## config.mk

```make
export PLATFORM = sky130hd
export DESIGN_NAME = counter_dff_ripple_up
export DESIGN_NICKNAME = d
export VERILOG_FILES = /design/src/rtl/counter_dff_ripple_up.sv
export SDC_FILE = /design/constraint.sdc
export NUM_CORES = 1
export LEC_CHECK = 0
export BUFFER_PORTS_ARGS = -buffer_cell sky130_fd_sc_hd__buf_2
export CORE_AREA = 8 8 45 47
export CTS_BUF_LIST = sky130_fd_sc_hd__clkbuf_8
export DETAILED_ROUTE_END_ITERATION = 8
export DIE_AREA = 0 0 53 55
export HOLD_SLACK_MARGIN = 0.15
export SYNTH_ARGS = -nofsm -noshare
export SYNTH_HDL_FRONTEND = slang
export SYNTH_SLANG_ARGS = --single-unit
```

## constraint.sdc

```tcl
create_clock -name Clk -period 1.28 [get_ports Clk]
set_input_delay 0.192 -clock Clk [delete_from_list [all_inputs] [get_ports Clk]]
set_output_delay 0.192 -clock Clk [all_outputs]
set_load 0.01 [all_outputs]
```

## src/rtl/counter_dff_ripple_up.sv

```systemverilog
// Ripple binary up-counter: a chain of toggle flops, each stage clocked by the inverted output of the
// previous one. Optional terminal-count output enabled by defining RIPPLE_TC_OUT_EN.
module counter_dff_ripple_up #(
  parameter int WIDTH = 4
) (
  output logic [WIDTH-1:0] count,
  input  logic             Clk,
  input  logic             Clr
`ifdef RIPPLE_TC_OUT_EN
  ,
  output logic             tc
`endif
);

  for (genvar i = 0; i < WIDTH; i++) begin : g_stage
    logic stage_clk;
    logic bit_q;
    logic bit_d;

    // Stage i advances when stage i-1 falls 1->0, i.e. on the rising edge of its complement.
    if (i == 0) begin : g_first
      assign stage_clk = Clk;
    end else begin : g_next
      assign stage_clk = ~g_stage[i-1].bit_q;
    end

    always_comb begin
      bit_d = ~bit_q;
    end

    always_ff @(posedge stage_clk or posedge Clr) begin
      if (Clr) begin
        bit_q <= 1'b0;
      end else begin
        bit_q <= bit_d;
      end
    end

    assign count[i] = bit_q;
  end

`ifdef RIPPLE_TC_OUT_EN
  // Decoded from settled stage outputs; the clear forces count to 0, so tc is low under Clr.
  assign tc = &count;
`endif

endmodule

```

Word-level counts from Yosys, hierarchy flattened. Cells that the tools add are included.

Register bits: 4. Input bits: 2. Logic and storage cells: 8. Output and inout bits: 4.

Bitwise gates (word level): 4.

Operators with widths (count): NOT 1 bit (4).

Depth between registers and ports, before layout.
Word-level depth: 1. Depth in mapped cells: 1.

==> out/metrics.cfg <==
[outcome]
outcome=finished clean

[cts]
cts_setup_buffers=0
clock_latency_ns=0
clk_pin_slew_ns=0
cts_resized=0
hold_buffers=1

[sta]
fin_crit_ns=0.790
finalSetupViolCount=0
slew-limit-headroom_pct=88.9
unclocked_regs=3
untimed_endpoints=6
hold_slack_ns=0.432
fmax_mhz=1270
finalCritPeriodShare_pct=61.7
hold_viol=0
maxSlewViolCount=0
fin_skew_ns=0
rsz0062_at_grt=false
tns_ns=0
worst_pin_slew_ns=0.166

[place]
port_buffers=5
hpwl_microns=174
gp_congestion=0.515
dpl.cell_count=30

[detailed_routing]
initialDrtViolationCount=2
drc=0
via_per_inst=2.39
drtPass1Iterations=4
routedWlPerCell_microns=6.29
wl_microns=195
vias=74
ant_nets=0

[layout]
nMultiInputCombCells=0
largest_reg_flops=4
layout_common_cells=5 x inv_1, 5 x buf_2, 3 x dfrtn_1, 1 x dfrtp_1, 1 x dlygate4sd3_1
nets=19
largest_registers=g_stage.bit_q (4)
drive_gt1_share_pct=33.3
diodes=0
layout.cells.non_filler=31
fillers=151
syn_to_final_growth_pct=16.8
multi_input_area_sq_um=0
largest-register=g_stage.bit_q

[synth]
ys_warn_count=0
synth-seq-area-share_pct=67.2
synth_area_sq_um=149
ys_seq_elements=4
synth.avg_cell_area_sq_um=11.5
synth.distinct_cells=4
synthesis.nets=15
synthCells=13

[worst_hold_path]
hold_path.class=flip-flop to flip-flop
min_from=g_stage[0].bit_q

[power]
ir_drop_uv=140
powerDensity_nw_per_um2=222
p_leak_nw=0.102

[worst_setup_path]
r2r-start=g_stage[0].bit_q
cp.required_ns=1.47
critPathLaunchType=input pin
path_class=input pin to asynchronous set/reset pin
cp_max_fo=4
startpoint=Clr
crit_path_end_kind=asynchronous set/reset pin
arrival_ns=0.98

[run]
cap_violations=0

[die]
chipHeight_microns=55
dieArea_sq_um=2920
ioPinCount=6
die_width_microns=53
start_util_pct=10.8
row_count=14
coreArea_sq_um=1380

[grt]
grt-ovfl-total=0
grt_max_degree=5
track_usage_pct=1.26
grt_pass1_vias=58
grt_antenna_before_repair=0
grt_pass1_wl_microns=303

## final cells by class
type                  instances  area (sq um)  area share [%]
inverter                      5          18.8            10.8
timing repair buffer          6          35.0            20.1
tap                          16          20.0            11.5
sequential                    4           100            57.6
## critical path, cell delays in order
cell and delay [ns]:
dlygate4sd3_1 0.53, buf_2 0.12, inv_1 0.13
## worst paths after layout
check | endpoint | slack (ns) | cells past startpoint
setup / recovery | g_stage[0].bit_q | 0.49 | 3
hold / removal | g_stage[0].bit_q | 0.43 | 1
setup reg to reg | g_stage[0].bit_q | 0.78 | 1
hold reg to reg | g_stage[0].bit_q | 0.43 | 1
max in group Clk | count[0] | 0.58 | 1
min in group asynchronous | g_stage[0].bit_q | 0.63 | 3
## routing by layer
layer	routed length, microns	track usage (%)
met5	0	0
met4	0	0
met2	52	1.37
met1	89	1.83
met3	53	1.07
## cell usage after synthesis (all sizes together)
library cell	n	area share (%)
buf	4	20
dfrtn	3	50
dfrtp	1	17
inv	5	13
## logic make-up after synthesis
family   count (synthesis)  share of synthesized area, %
buf+inv                  9                          32.8
flops                    4                          67.2
## report_power, final
group          total, mW  switching (mW)  internal [mW]
Clock                  0               0              0
Combinational    0.00647         0.00320        0.00327
Sequential        0.0322               0         0.0322
## metrics by stage
step / worst slack, ns / instance area [sq um] / power [mW] / util, %
after floorplan: 0.589 / 149 / 0.0343 / -
after global placement: 0.584 / 164 / 0.0362 / 11.8
after detailed placement: 0.579 / 164 / 0.0364 / 11.8
after CTS: 0.485 / 174 / 0.0387 / 12.6
after global routing: 0.418 / 174 / 0.0398 / 12.6
final: 0.490 / 174 / 0.0386 / 12.6
Note: power is estimated with default switching activity, not from simulation.
